## config.mk

```make
export PLATFORM = sky130hd
export DESIGN_NAME = multiply
export DESIGN_NICKNAME = d
export VERILOG_FILES = /design/src/rtl/multiply.sv
export SDC_FILE = /design/constraint.sdc
export NUM_CORES = 1
export LEC_CHECK = 0
export BUFFER_PORTS_ARGS = -buffer_cell sky130_fd_sc_hd__buf_2
export CAP_MARGIN = 10
export CORE_ASPECT_RATIO = 1.25
export CORE_MARGIN = 2
export CORE_UTILIZATION = 45
export DETAILED_ROUTE_END_ITERATION = 16
export PLACE_DENSITY = 0.61
export SLEW_MARGIN = 10
export SYNTH_ARGS = -nofsm -noshare
export SYNTH_HDL_FRONTEND = slang
export SYNTH_SLANG_ARGS = --single-unit
```

## constraint.sdc

```tcl
create_clock -name Clk -period 4.48 [get_ports Clk]
set_clock_uncertainty 0.15 [all_clocks]
set_input_delay 0.448 -clock Clk [delete_from_list [all_inputs] [get_ports Clk]]
set_output_delay 0.448 -clock Clk [all_outputs]
set_load 0.03 [all_outputs]
```

## src/rtl/multiply.sv

```systemverilog
// Sequential shift-add unsigned multiplier, Y = A * B at full 2W-bit width.
// Latency W cycles from accept to Out_Valid; result held in Done until Out_Ready, one operand pair in flight.
module multiply #(
    parameter int W = 32
) (
    input  logic           Clk,
    input  logic           Reset,
    input  logic [W-1:0]   A,
    input  logic [W-1:0]   B,
    input  logic           In_Valid,
    output logic           In_Ready,
    output logic [2*W-1:0] Y,
    output logic           Out_Valid,
    input  logic           Out_Ready
);

    localparam int CW = $clog2(W);

    typedef enum logic [1:0] {
        IDLE = 2'd0,
        RUN  = 2'd1,
        DONE = 2'd2
    } state_t;

    state_t         state;
    logic [2*W-1:0] mcand;
    logic [W-1:0]   mplier;
    logic [2*W-1:0] acc;
    logic [CW-1:0]  cnt;
    logic [2*W-1:0] acc_next;

    // Partial product for the current multiplier bit, shared by the accumulator and the final Y load.
    always_comb begin
        acc_next = acc;
        if (mplier[0]) begin
            acc_next = acc + mcand;
        end
    end

    always_ff @(posedge Clk) begin
        if (Reset) begin
            state  <= IDLE;
            mcand  <= '0;
            mplier <= '0;
            acc    <= '0;
            cnt    <= '0;
            Y      <= '0;
        end else begin
            case (state)
                IDLE: begin
                    if (In_Valid) begin
                        mcand  <= {{W{1'b0}}, A};
                        mplier <= B;
                        acc    <= '0;
                        cnt    <= '0;
                        state  <= RUN;
                    end
                end
                RUN: begin
                    acc    <= acc_next;
                    mcand  <= mcand << 1;
                    mplier <= mplier >> 1;
                    cnt    <= cnt + 1'b1;
                    // Fixed W iterations regardless of operand values; no early exit.
                    if (cnt == CW'(W - 1)) begin
                        Y     <= acc_next;
                        state <= DONE;
                    end
                end
                DONE: begin
                    if (Out_Ready) begin
                        state <= IDLE;
                    end
                end
                default: state <= IDLE;
            endcase
        end
    end

    assign In_Ready  = (state == IDLE);
    assign Out_Valid = (state == DONE);

endmodule

```

Word level (Yosys, flattened, before mapping)
Cells that the tools add are included.
{ "totals": {"in_bits": 68, "regBits": 231, "output_inout_bits": 66} }
{ "classes": {"eq_ne": 6, "n_reduce_logical": 5, "n_addsub": 2, "n_mux": 13} }
{ "op_table": {"columns": ["operator", "n"], "rows": [
  ["$pmux W64 S2", 2],
  ["$mux W64", 3],
  ["$add A64 B64 Y64", 1],
  ["$pmux W32 S2", 1],
  ["$mux W32", 1],
  ["$pmux W5 S2", 1],
  ["$mux W2", 3],
  ["$pmux W2 S3", 1],
  ["$add A5 B1 Y5 const B", 1],
  ["$eq A5 B5 Y1 const B", 1],
  ["$mux W5", 1],
  ["$ne A2 B2 Y1 const B", 2],
  ["$reduce_and A2 Y1", 2],
  ["$reduce_and A3 Y1", 1],
  ["$eq A2 B1 Y1 const B", 1],
  ["$eq A2 B2 Y1 const B", 1],
  ["$logic_not A2 Y1", 1],
  ["$ne A2 B1 Y1 const B", 1],
  ["$reduce_bool A2 Y1", 1]
]} }

Depth between registers and ports, before layout
{ "depth": {"word_depth": 3, "mapped_depth": 14, "mapped_depth_nobuf": 14} }

Worst setup path before layout
No wires, ideal clock.
{ "synth_path": {"path_kind": "reg-to-reg", "from": "register mcand[28]", "to": "register acc[63]", "path_stages_with_launch": 13, "t_arrival_ps": 2945, "path_buffers": 1, "path_slack_ps": 1247, "synth_period_minus_slack_ps": 3233, "cell_sequence": "dfxtp_1 ha_1 buf_2 nand2_1 or4_4 nor4_2 o211ai_1 and3_4 o41a_1 o31ai_4 xor2_2 mux2i_1 o221ai_1"} }
{ "synth_between": {"elab_chain_cells": 3} }
{ "synth_rtl": {"columns": ["item", "line", "rtl"], "rows": [
  ["start: declaration", "26", "logic [2*W-1:0] mcand;"],
  ["start signal: assignment", "52", "mcand <= {{W{1'b0}}, A};"],
  ["start signal: assignment", "61", "mcand <= mcand << 1;"],
  ["$add A64 B64 Y64", "36", "acc_next = acc + mcand;"],
  ["$mux W64", "35", "if (mplier[0]) begin"],
  ["$pmux W64 S2", "49", "case (state)"],
  ["end signal: assignment", "60", "acc <= acc_next;"],
  ["end: declaration", "28", "logic [2*W-1:0] acc;"]
]} }
Every way passes these cells.
A chain may end at the register's enable or synchronous reset.

Final worst setup path
{ "layout_path": {"from": "register mcand[0]", "to": "register Y[42]"} }
{ "layout_between": {"elab_chain_cells": 2} }
{ "layout_rtl": {"columns": ["item", "line", "rtl"], "rows": [
  ["$add A64 B64 Y64", "36", null],
  ["$mux W64", "35", null],
  ["end signal: assignment", "66", "Y <= acc_next;"],
  ["end: declaration", "12", "output logic [2*W-1:0] Y,"]
]} }
Every way passes these cells.

==> run metrics <==
die width=157 µm; Hold Path Depth=3; pwr dens=331 mW/mm²; Post-synth EDFFs=0; Synth Cell Area=0.0131 mm²; sequential area share after synthesis=0.353; number of I/O pins=134; CTS Hold Bufs=0; grt ovf=0; Sink Count=231; TNS Setup=0 ps; die height=195 µm; CP Depth=14; post_cts resized=0; post-DP HPWL=27,000 µm; TritonRoute pass-1 iters=5; Core Region=0.0286 mm²; startpoint class of the critical path=register; FP Rows=69; die area=0.0305 mm²; first-pass GRT wire length=61,700 µm; status=finished, final reports clean; fill count=2,816; Post-Syn Nets=1,747; max incr delay on CP=510 ps; CP max stage cell=a211oi_1; Total Nets Final=1,795; Placer Congestion=0.911; R2R depth=14; max_cap viols=0; CTS Root Cell=clkbuf_16; Setup Crit Path Kind=reg -> reg; H-tree Lvls=1; Syn. warnings=0; Fmax=0.267 GHz; largest net degree at the start of global routing=78; Final Hold Fails=0; Worst-path clk slew=60 ps; antenna violation net count after detailed routing=0; final WL=38,800 µm; cell family with most CP delay=compound AO/OA/AOI/OAI gates; worst-path fanout max=3; Initial Util=0.458; drt initial violations=827; via count=12.0k; synthesis-to-layout area growth=13.1%; RSZ-0062 raised after global routing=false; Port Buffer Count=133; worst-margin pin slew=861 ps; crit path capture type=register; most used cell, CP=a21oi_1; fraction of layout cells with a size suffix above 1=0.164; Tightest Hold Check Type=in -> reg; Static Leak=6.25 nW; final total power=4.90 mW; ys async rst share=0; CTS tree=built; fin crit period=3740 ps; post-synth cell types=66; CP Cell Sequence=ha_1 > inv_1 > fa_1 > nor2b_1 > o2111ai_1 > a211oi_1 > o2111ai_1 > a21oi_1 > a211o_1 > a21o_1 > a21oi_1 > xnor2_1 > nand2_1 > a21oi_1; post-CTS setup buffers=0; Avg WL per Cell=18.8 µm; Post-Synthesis Cells=1,613; max_slew headroom=0.426; Setup violations, final=0; initial antenna violation count=0; top_reg_cell synth=dfxtp_1; Worst Path Required=4800 ps; clk buf depth=3; Global Route Usage Sum=0.250; final cycle utilization of the critical path=0.835; cts bufs inserted=25; DR DRC count=0; ant diodes=0; crit path buf inv count=1; worst-skew pair later-pin latency=540 ps; max-slew violation count=0; Seq cells post-synth=231; peak supply drop=244 µV; vias in the first global route=11.6k; CP arrival=4060 ps; syn_area_per_cell=8.12 µm²; vias per cell=5.79
[tightest hold or removal path, stage by stage]
cell     delay [ps]
buf_2            80
a32oi_1          80
nor2_1           70
[cell usage after synthesis, types with 10 or more instances]
master,count,area (µm²)
dfxtp_1,231,4620
nor2_1,204,766
a21oi_1,193,966
nand2_1,124,465
clkbuf_1,109,409
o21ai_0,83,415
nor2b_1,68,425
ha_1,65,813
o221a_2,62,698
a22oi_1,48,360
a211oi_1,35,263
mux2i_1,34,340
a21o_1,33,248
xor2_1,28,245
xnor2_1,26,228
and2_1,22,138
inv_1,22,82.6
nand4_1,22,138
a22o_1,21,184
nor3_1,14,70.1
nand3_1,13,65.1
o21bai_1,13,97.6
buf_1,12,45.0
a31oi_1,11,68.8
o21ai_1,10,50.1
[area by class of cell]
class / count / area, µm² / share of cell area
Clock buffer: 33 / 706 / 0.0476
Clock inverter: 13 / 169 / 0.0114
Inverter: 22 / 83.8 / 0.00566
Multi-Input combinational cell: 1230 / 7910 / 0.534
Sequential cell: 231 / 4630 / 0.313
Tap cell: 390 / 488 / 0.0329
Timing Repair Buffer: 151 / 828 / 0.0559
[layer usage]
metal  part of all wire  vias up  GRT usage
li1                   -     5956          -
met1               0.42     5650      0.307
met2               0.49      295      0.437
met3              0.044       91     0.0276
met4              0.046        0      0.112
met5                  0        -          0
[registers in the layout (all words and copies together) (netlist names)]
name    flops
mplier     32
Y          64
cnt         5
mcand      64
acc        64
state       2
[cell families after synthesis]
group | Yosys count | synth area share
AO/OA/AOI/OAI | 567 | 0.294
XOR/XNOR | 55 | 0.0374
adder cells (fa/ha/maj) | 66 | 0.0636
buffers and inverters | 152 | 0.0444
flip-flops | 231 | 0.353
multiplexers | 37 | 0.0286
AND/OR/NAND/NOR | 505 | 0.179
[worst paths after layout]
kind                     end  slack, ps  startpoint
hold reg to reg        Y[25]        310       Y[25]
setup / recovery       Y[42]        740    mcand[0]
hold / removal    mplier[31]         30       B[31]
setup reg to reg       Y[42]        740    mcand[0]
[cell usage in the layout (no fill, tap or decap), drive strengths merged, types with 33 or more instances in the layout]
master,instances
dfxtp,231
nor2,204
a21oi,193
buf,151
nand2,125
o21ai,93
nor2b,68
ha,65
o221a,62
a22oi,48
a211oi,35
mux2i,34
a21o,33
clkbuf,33
[power by group]
group / switching (mW) / internal, mW / total (mW)
Sequential: 0.0665 / 2.12 / 2.18
Combinational: 0.311 / 0.201 / 0.512
Clock: 0.873 / 1.34 / 2.21
Total: 1.25 / 3.65 / 4.90
[stage by stage]
stage	worst slack (ps)	util	hold WS, ps	instance area [µm²]	std cells
floorplan	1250	-	291	13100	1613
global placement	880	0.488	292	13900	2024
detailed placement	840	0.488	305	13900	2024
CTS	780	0.518	11.6	14800	2070
global route	408	0.518	61.2	14800	2070
finish	739	0.518	26.4	14800	2070
No activity file was read; power rests on OpenSTA's default activity.
